$ cat src/rtl/conv_acc_stream.sv
// Multi-channel convolution accumulator: serial MAC per output pixel, bias/ReLU/saturate
// into a local frame buffer, then streams the frame out over valid/ready.
module conv_acc_stream #(
    parameter int DATA_W     = 8,
    parameter int ACC_W      = 24,
    parameter int OUT_W      = 16,
    parameter int KERNEL_LEN = 4,
    parameter int CHANNELS   = 1,
    parameter int RESULT_W   = 3,
    parameter int RESULT_H   = 3,
    parameter int RELU_EN    = 0
) (
    input  logic                     clk_en,
    input  logic                     rst_n,
    input  logic                     start,
    input  logic                     in_valid,
    output logic                     in_ready,
    input  logic signed [DATA_W-1:0] img_cal,
    input  logic signed [DATA_W-1:0] wei_cal,
    input  logic signed [OUT_W-1:0]  bias,
    output logic                     rlt_valid,
    input  logic                     rlt_ready,
    output logic [OUT_W-1:0]         rlt_data,
    output logic                     rlt_last,
    output logic                     busy,
    output logic                     frame_done,
    output logic                     sat_flag
);
    localparam int KC = KERNEL_LEN * CHANNELS;
    localparam int N  = RESULT_W * RESULT_H;
    localparam int MW = (KC > 1) ? $clog2(KC) : 1;
    localparam int AW = (N > 1) ? $clog2(N) : 1;
    localparam logic [MW-1:0] MAC_LAST = MW'(KC - 1);
    localparam logic [AW-1:0] PIX_LAST = AW'(N - 1);
    localparam logic signed [ACC_W:0] OMAX = (ACC_W+1)'(2**(OUT_W-1) - 1);
    localparam logic signed [ACC_W:0] OMIN = -OMAX - 1;

    typedef enum logic [1:0] {IDLE, ACC, FLUSH, DRAIN} state_t;
    state_t state, state_nx;

    logic [MW-1:0]               mac_cnt;
    logic [AW-1:0]               in_pix, pix_addr, rd_addr;
    logic signed [2*DATA_W-1:0]  prod_r;
    logic                        prod_v, prod_last, close_pend;
    logic signed [ACC_W-1:0]     acc;
    logic [OUT_W-1:0]            res_buf [N];

    logic                        take, pair_last, word_done;
    logic signed [ACC_W:0]       v_sum, v_relu;
    logic [OUT_W-1:0]            v_out;
    logic                        v_sat;

    assign take      = in_valid & in_ready;
    assign pair_last = (mac_cnt == MAC_LAST);
    assign word_done = (state == DRAIN) && rlt_ready && (rd_addr == PIX_LAST);

    // close_pend marks the cycle the finished sum sits in acc; it is written out here
    always_comb begin
        v_sum  = {acc[ACC_W-1], acc} + {{(ACC_W+1-OUT_W){bias[OUT_W-1]}}, bias};
        v_relu = ((RELU_EN != 0) && (v_sum < 0)) ? '0 : v_sum;
        v_sat  = 1'b0;
        v_out  = v_relu[OUT_W-1:0];
        if (v_relu > OMAX) begin
            v_out = {1'b0, {(OUT_W-1){1'b1}}};
            v_sat = 1'b1;
        end else if (v_relu < OMIN) begin
            v_out = {1'b1, {(OUT_W-1){1'b0}}};
            v_sat = 1'b1;
        end
    end

    always_comb begin
        state_nx  = state;
        in_ready  = (state == ACC);
        busy      = (state != IDLE);
        rlt_valid = (state == DRAIN);
        rlt_data  = rlt_valid ? res_buf[rd_addr] : '0;
        rlt_last  = rlt_valid && (rd_addr == PIX_LAST);
        case (state)
            IDLE:  if (start) state_nx = ACC;
            ACC:   if (take && pair_last && in_pix == PIX_LAST) state_nx = FLUSH;
            FLUSH: if (close_pend && pix_addr == PIX_LAST) state_nx = DRAIN;
            DRAIN: if (word_done) state_nx = IDLE;
            default: state_nx = IDLE;
        endcase
    end

    always_ff @(posedge clk_en) begin
        if (!rst_n) begin
            state      <= IDLE;
            mac_cnt    <= '0;
            in_pix     <= '0;
            pix_addr   <= '0;
            rd_addr    <= '0;
            prod_r     <= '0;
            prod_v     <= 1'b0;
            prod_last  <= 1'b0;
            close_pend <= 1'b0;
            acc        <= '0;
            frame_done <= 1'b0;
            sat_flag   <= 1'b0;
        end else begin
            state      <= state_nx;
            frame_done <= word_done;
            prod_v     <= take;
            prod_last  <= take && pair_last;
            close_pend <= prod_v && prod_last;
            if (take) prod_r <= img_cal * wei_cal;
            if (state == IDLE) begin
                mac_cnt  <= '0;
                in_pix   <= '0;
                pix_addr <= '0;
                rd_addr  <= '0;
                acc      <= '0;
                if (start) sat_flag <= 1'b0;
            end else begin
                if (take) begin
                    mac_cnt <= pair_last ? '0 : mac_cnt + 1'b1;
                    if (pair_last) in_pix <= in_pix + 1'b1;
                end
                // next pixel's first product may land while the previous sum is being closed
                if (prod_v) acc <= (close_pend ? '0 : acc) + ACC_W'(prod_r);
                else if (close_pend) acc <= '0;
                if (close_pend) begin
                    pix_addr <= pix_addr + 1'b1;
                    if (v_sat) sat_flag <= 1'b1;
                end
                if (state == DRAIN && rlt_ready) rd_addr <= rd_addr + 1'b1;
            end
        end
    end

    always_ff @(posedge clk_en) begin
        if (close_pend) res_buf[pix_addr] <= v_out;
    end

endmodule

$ cat config.mk
export PLATFORM = sky130hd
export DESIGN_NAME = conv_acc_stream
export DESIGN_NICKNAME = d
export VERILOG_FILES = /design/src/rtl/conv_acc_stream.sv
export SDC_FILE = /design/constraint.sdc
export NUM_CORES = 1
export LEC_CHECK = 0
export BUFFER_PORTS_ARGS = -buffer_cell sky130_fd_sc_hd__buf_2
export CAP_MARGIN = 25
export CORE_MARGIN = 10
export CORE_UTILIZATION = 55
export CTS_CLUSTER_DIAMETER = 200
export CTS_CLUSTER_SIZE = 16
export DETAILED_ROUTE_END_ITERATION = 10
export HOLD_SLACK_MARGIN = 0.06
export PLACE_DENSITY = 0.72
export SYNTH_ARGS = -nofsm -noshare
export SYNTH_HDL_FRONTEND = slang
export SYNTH_SLANG_ARGS = --single-unit
$ cat constraint.sdc
create_clock -name clk_en -period 5 [get_ports clk_en]
set_input_delay 0.75 -clock clk_en [delete_from_list [all_inputs] [get_ports clk_en]]
set_output_delay 0.75 -clock clk_en [all_outputs]
set_load 0.1 [all_outputs]
# Word-level counts from Yosys, hierarchy flattened
# Memories as Yosys holds them, arrays and structs flattened. A register that Yosys moved wholly into a read port is not among the register bits.
# Index checks and enable logic that the tools add are counted.
[word_totals] inputBits=37 memories=1 wordCells=71 regBits=61 mem_bits_rw=144
[classes] mux=21 mul=1 n_eq_ne=11 n_reduce_logical=15 bitwise_logic=2 n_addsub=6 order_cmp=2
[memory_table] memory="res_buf" depth=9 width=16 read_ports=1 rd_ports_with_merged_regs=1 write_ports=1 line_no="46" rtl="logic [OUT_W-1:0] res_buf [N];"
[ops] cell="$mux W16" n=3
[ops] cell="$mux W24" n=2
[ops] cell="$add A24 B16 Y25" n=1
[ops] cell="$gt A25 B16 Y1 const B" n=1
[ops] cell="$lt A25 B16 Y1 const B" n=1
[ops] cell="$add A24 B24 Y24" n=1
[ops] cell="$mul A8 B8 Y16" n=1
[ops] cell="$add A4 B1 Y4 const B" n=3
[ops] cell="$eq A4 B4 Y1 const B" n=3
[ops] cell="$mux W2" n=5
[ops] cell="$mux W1" n=8
[ops] cell="$mux W4" n=2
[ops] cell="$pmux W2 S4" n=1
[ops] cell="$logic_and A1 B1 Y1" n=7
[ops] cell="$eq A2 B2 Y1 const B" n=3
[ops] cell="$reduce_bool A2 Y1" n=3
[ops] cell="$ne A2 B1 Y1 const B" n=2
[ops] cell="$ne A2 B2 Y1 const B" n=2
[ops] cell="$reduce_and A4 Y1" n=1
[ops] cell="$reduce_and A3 Y1" n=1
[ops] cell="$add A2 B1 Y2 const B" n=1
[ops] cell="$eq A2 B1 Y1 const B" n=1
[ops] cell="$logic_not A2 Y1" n=1
[ops] cell="$reduce_and A2 Y1" n=1
[ops] cell="other kinds (3)" n=3

# Logic depth before layout (Yosys ltp)
[depth] ltp_word=7 depth_mapped=19 depth_no_buf=19

# Least setup slack after synthesis
# Ideal clock, no wire load.
[synth_path] path_type="input-to-reg" startpoint="input img_cal[1]" endpoint="register prod_r[12]" required_time_ps=4941 stages=17 arrival_time_ps=4553 path_slack_ps=387 cell_sequence="and2_1 > fa_1 > inv_1 > fa_1 > fa_1 > fa_1 > inv_1 > ha_1 > nor2b_1 > o21ai_0 > a21boi_0 > o21ai_0 > a21boi_0 > o21a_1 > o21a_1 > o31ai_1 > and2_1"
[synth_between] elab_chain_len=1
[synth_rtl] element="start: declaration" line_no="18" rtl="input logic signed [DATA_W-1:0] img_cal,"
[synth_rtl] element="$mul A8 B8 Y16" line_no="108" rtl="if (take) prod_r <= img_cal * wei_cal;"
[synth_rtl] element="end signal: assignment" line_no="108"
[synth_rtl] element="end: declaration" line_no="43" rtl="logic signed [2*DATA_W-1:0] prod_r;"
# Every way passes these cells.
# A chain may end at the register's enable or synchronous reset.

# Worst setup path in the final report
[layout_path] startpoint="input wei_cal[3]" endpoint="register prod_r[14]"
[layout_between] elab_chain_len=1
[layout_rtl] element="start: declaration" line_no="19" rtl="input logic signed [DATA_W-1:0] wei_cal,"
[layout_rtl] element="$mul A8 B8 Y16" line_no="108"
# Every way passes these cells.

==> impl_metrics.env <==
export IMPL_pre_cts_ws_ns=-0.0380
export IMPL_power_density_nw_per_um2=330
export IMPL_synthCells=1184
export IMPL_grt_pass1_wl_um=46400
export IMPL_grt_max_degree=33
export IMPL_max_freq_mhz=220
export IMPL_p_leak_uw=0.00573
export IMPL_drt_total_wl_um=27800
export IMPL_cts_root_buf="clkbuf_16"
export IMPL_clock_skew_ns=0.0298
export IMPL_cp_data_arrival_time_ns=4.89
export IMPL_io_pins=59
export IMPL_grt_overflow=0
export IMPL_r2r_setup_slack_ns=0.88
export IMPL_synth_xor_area_share_pct=3.38
export IMPL_crit_top_cell="fa_1"
export IMPL_die_w_um=175
export IMPL_drtAntennaViolNets=0
export IMPL_placed_cell_area_um2=13900
export IMPL_fin_nets=1433
export IMPL_synth_seq_cells=209
export IMPL_cp_start_kind="primary input"
export IMPL_slew_viol_final=0
export IMPL_hold_end="mac_cnt[1]$_SDFFE_PP0P_"
export IMPL_grt_pass1_vias=9083
export IMPL_cts_resized=0
export IMPL_synth_compound_area_share_pct=10.7
export IMPL_rr_endpoint="res_buf[7][3]$_DFFE_PP_"
export IMPL_final_area_um2=14500
export IMPL_cpMaxStageDelayCell="fa_1"
export IMPL_track_usage_pct=18.3
export IMPL_ir_drop_v=0.000346
export IMPL_min_period_ns=4.54
export IMPL_synthSimpleGateAreaFrac_pct=14.1
export IMPL_reg2reg_depth=11
export IMPL_crit_fanout=5
export IMPL_postCtsSetupBuffers=0
export IMPL_gp_congestion=0.923
export IMPL_die_area_um2=30600
export IMPL_via_per_inst=5.69
export IMPL_finalPower_uw=4770
export IMPL_antenna_found_initial=1
export IMPL_syn_to_final_growth_pct=9.52
export IMPL_holdBufCountCts=0
export IMPL_tritoncts="built"
export IMPL_wl_per_cell_um=17.6
export IMPL_route_vias_total=8985
export IMPL_critical_path_class="in2reg"
export IMPL_syn_num_nets=1367
export IMPL_cts_made_buffers=17
export IMPL_status="finished clean"
export IMPL_worst_slack_ns=0.464
export IMPL_fin_setup_tns_ns=0
export IMPL_synth_mux_area_share_pct=8.28
export IMPL_finalSetupViolCount=0
export IMPL_async_flop_share_pct=0
export IMPL_worst_pin_slew_ns=1.05
export IMPL_cp_required_ns=5.36
export IMPL_max_stage_delay_ns=0.54
export IMPL_placed_cells=1547
export IMPL_timing_rr_start="acc[0]$_SDFF_PP0_"
export IMPL_hold_viol=0
export IMPL_ys_flop_type="edfxtp_1"
export IMPL_clk_latency_ns=0.49
export IMPL_cts_clk_slew_worst_paths_ns=0.07
export IMPL_endpoint_kind="flop"
export IMPL_rsz0062_at_grt="no"
export IMPL_fin_cells=1579
export IMPL_cts_sinks=209
export IMPL_final_cell_mix="144 x edfxtp_1, 96 x inv_1, 96 x nand2_1, 89 x ha_1, 71 x and2_1"
export IMPL_crit_chain="buf_2 > and2_1 > fa_1 > inv_1 > fa_1 > fa_1 > fa_1 > inv_1 > ha_1 > nor2b_1 > o21ai_0 > a21boi_0 > o21ai_0 > a21boi_0 > o21a_1 > o21a_1 > o211ai_1 > o211ai_1"
export IMPL_port_buffer_count=58
export IMPL_h_tree_depth=1
export IMPL_synth_edf_count=144
export IMPL_syn_area_um2=13200
export IMPL_hold_path_depth=2
export IMPL_max_slew_margin_pct=30.1
export IMPL_ys_types=69
export IMPL_start_util_pct=56.1
export IMPL_dp_hpwl_um=20100
export IMPL_dr_pass1_iters=5
export IMPL_ys_warnings_count=0
export IMPL_drive_gt1_share_pct=12.2
export IMPL_diodes=0
export IMPL_synth_seq_area_share_pct=42.6
export IMPL_syn_avg_cell_area_um2=11.1
export IMPL_route_detailed_drc=0
export IMPL_die_h_um=175
export IMPL_period_share_pct=90.7
export IMPL_synth_top_family_by_area="adder cells"
export IMPL_synthAdderAreaFrac_pct=17.1
export IMPL_drt_iter0_drc=643
export IMPL_drv_cap=0
export IMPL_placementRows=56
export IMPL_clk_path_buf_depth=3
export IMPL_coreArea_um2=23500
export IMPL_min_delay_start="mac_cnt[1]$_SDFFE_PP0P_"
export IMPL_final_common_cell="edfxtp_1"
export IMPL_hold_class="reg2reg"
[per-stage QoR]
stage	utilization (%)	hold slack, ns
finish	61.4	0.465
floorplan	-	0.437
CTS	61.2	0.464
global placement	59.1	0.442
detailed placement	59.1	0.447
global route	61.4	0.489
[cell usage after synthesis, types with 18 or more instances]
library cell | instances | area share [%]
o21ai_0 | 50 | 1.9
xnor2_1 | 34 | 2.3
nand3_1 | 19 | 0.72
nand2_1 | 96 | 2.7
and2_1 | 71 | 3.4
inv_1 | 96 | 2.7
a21o_1 | 18 | 1.0
a21oi_1 | 62 | 2.4
mux2i_1 | 36 | 2.7
nor2_1 | 61 | 1.7
ha_1 | 89 | 8.4
mux4_2 | 32 | 5.5
fa_1 | 57 | 8.6
edfxtp_1 | 144 | 33
nor2b_1 | 32 | 1.5
dfxtp_1 | 65 | 9.9
clkbuf_1 | 28 | 0.80
[per-layer routing]
layer	vias to the layer above	GRT usage [%]	share of wire (%)
met5	-	0	0.025
met4	2	2.97	1.1
met3	27	2.69	4.9
met2	182	31.0	49
met1	4438	24.7	45
li1	4336	-	-
[logic make-up (layout without fill, tap and decap cells)]
kind of cell / after synthesis / in the layout
flops: 209 / 209
mux: 69 / 69
fa+ha+maj: 146 / 146
buf+inv: 133 / 209
xor+xnor: 51 / 51
compound gates: 217 / 217
simple gates: 359 / 359
[registers in the layout, summed over array words and instances, names as in the netlist, named ones only]
name        cells
prod_v          1
acc            24
prod_last       1
frame_done      1
close_pend      1
sat_flag        1
res_buf       144
mac_cnt         2
prod_r         16
state           2
in_pix          4
rd_addr         4
pix_addr        4
[report_power, final]
group / leakage, uW / switching [uW] / internal [uW]
Sequential: 0.00182 / 42.3 / 1900
Clock: 0.000230 / 602 / 646
Combinational: 0.00368 / 953 / 618
[worst max-delay path by stage]
stage	start	to	slack, ns	cells after the start
after floorplan	img_cal[1]	prod_r[12]$_SDFFE_PN0P_	0.39	17
after global placement	wei_cal[4]	prod_r[12]$_SDFFE_PN0P_	0.04	18
after detailed placement	img_cal[1]	prod_r[15]$_SDFFE_PN0P_	-0.04	21
after CTS	img_cal[1]	prod_r[15]$_SDFFE_PN0P_	0.45	21
after global routing	wei_cal[3]	prod_r[12]$_SDFFE_PN0P_	0.07	18
final	wei_cal[3]	prod_r[14]$_SDFFE_PN0P_	0.46	18
[area by class of cell]
cell class                      instances  area (um^2)
Timing Repair Buffer                   84          520
Fill cell                            1920         9090
Multi-Input combinational cell        842         7060
Tap cell                              319          399
Inverter                               96          360
Clock buffer                           28          467
Sequential cell                       209         5630
Clock inverter                          1         16.3
[worst max-delay path: cells and delay by family]
family / cells / cell delay [ns]
adder cells (fa/ha/maj): 5 / 2.10
AO/OA/AOI/OAI: 8 / 1.45
AND/OR/NAND/NOR: 2 / 0.31
buffers and inverters: 3 / 0.26
Power figures use the tool's default switching activity.
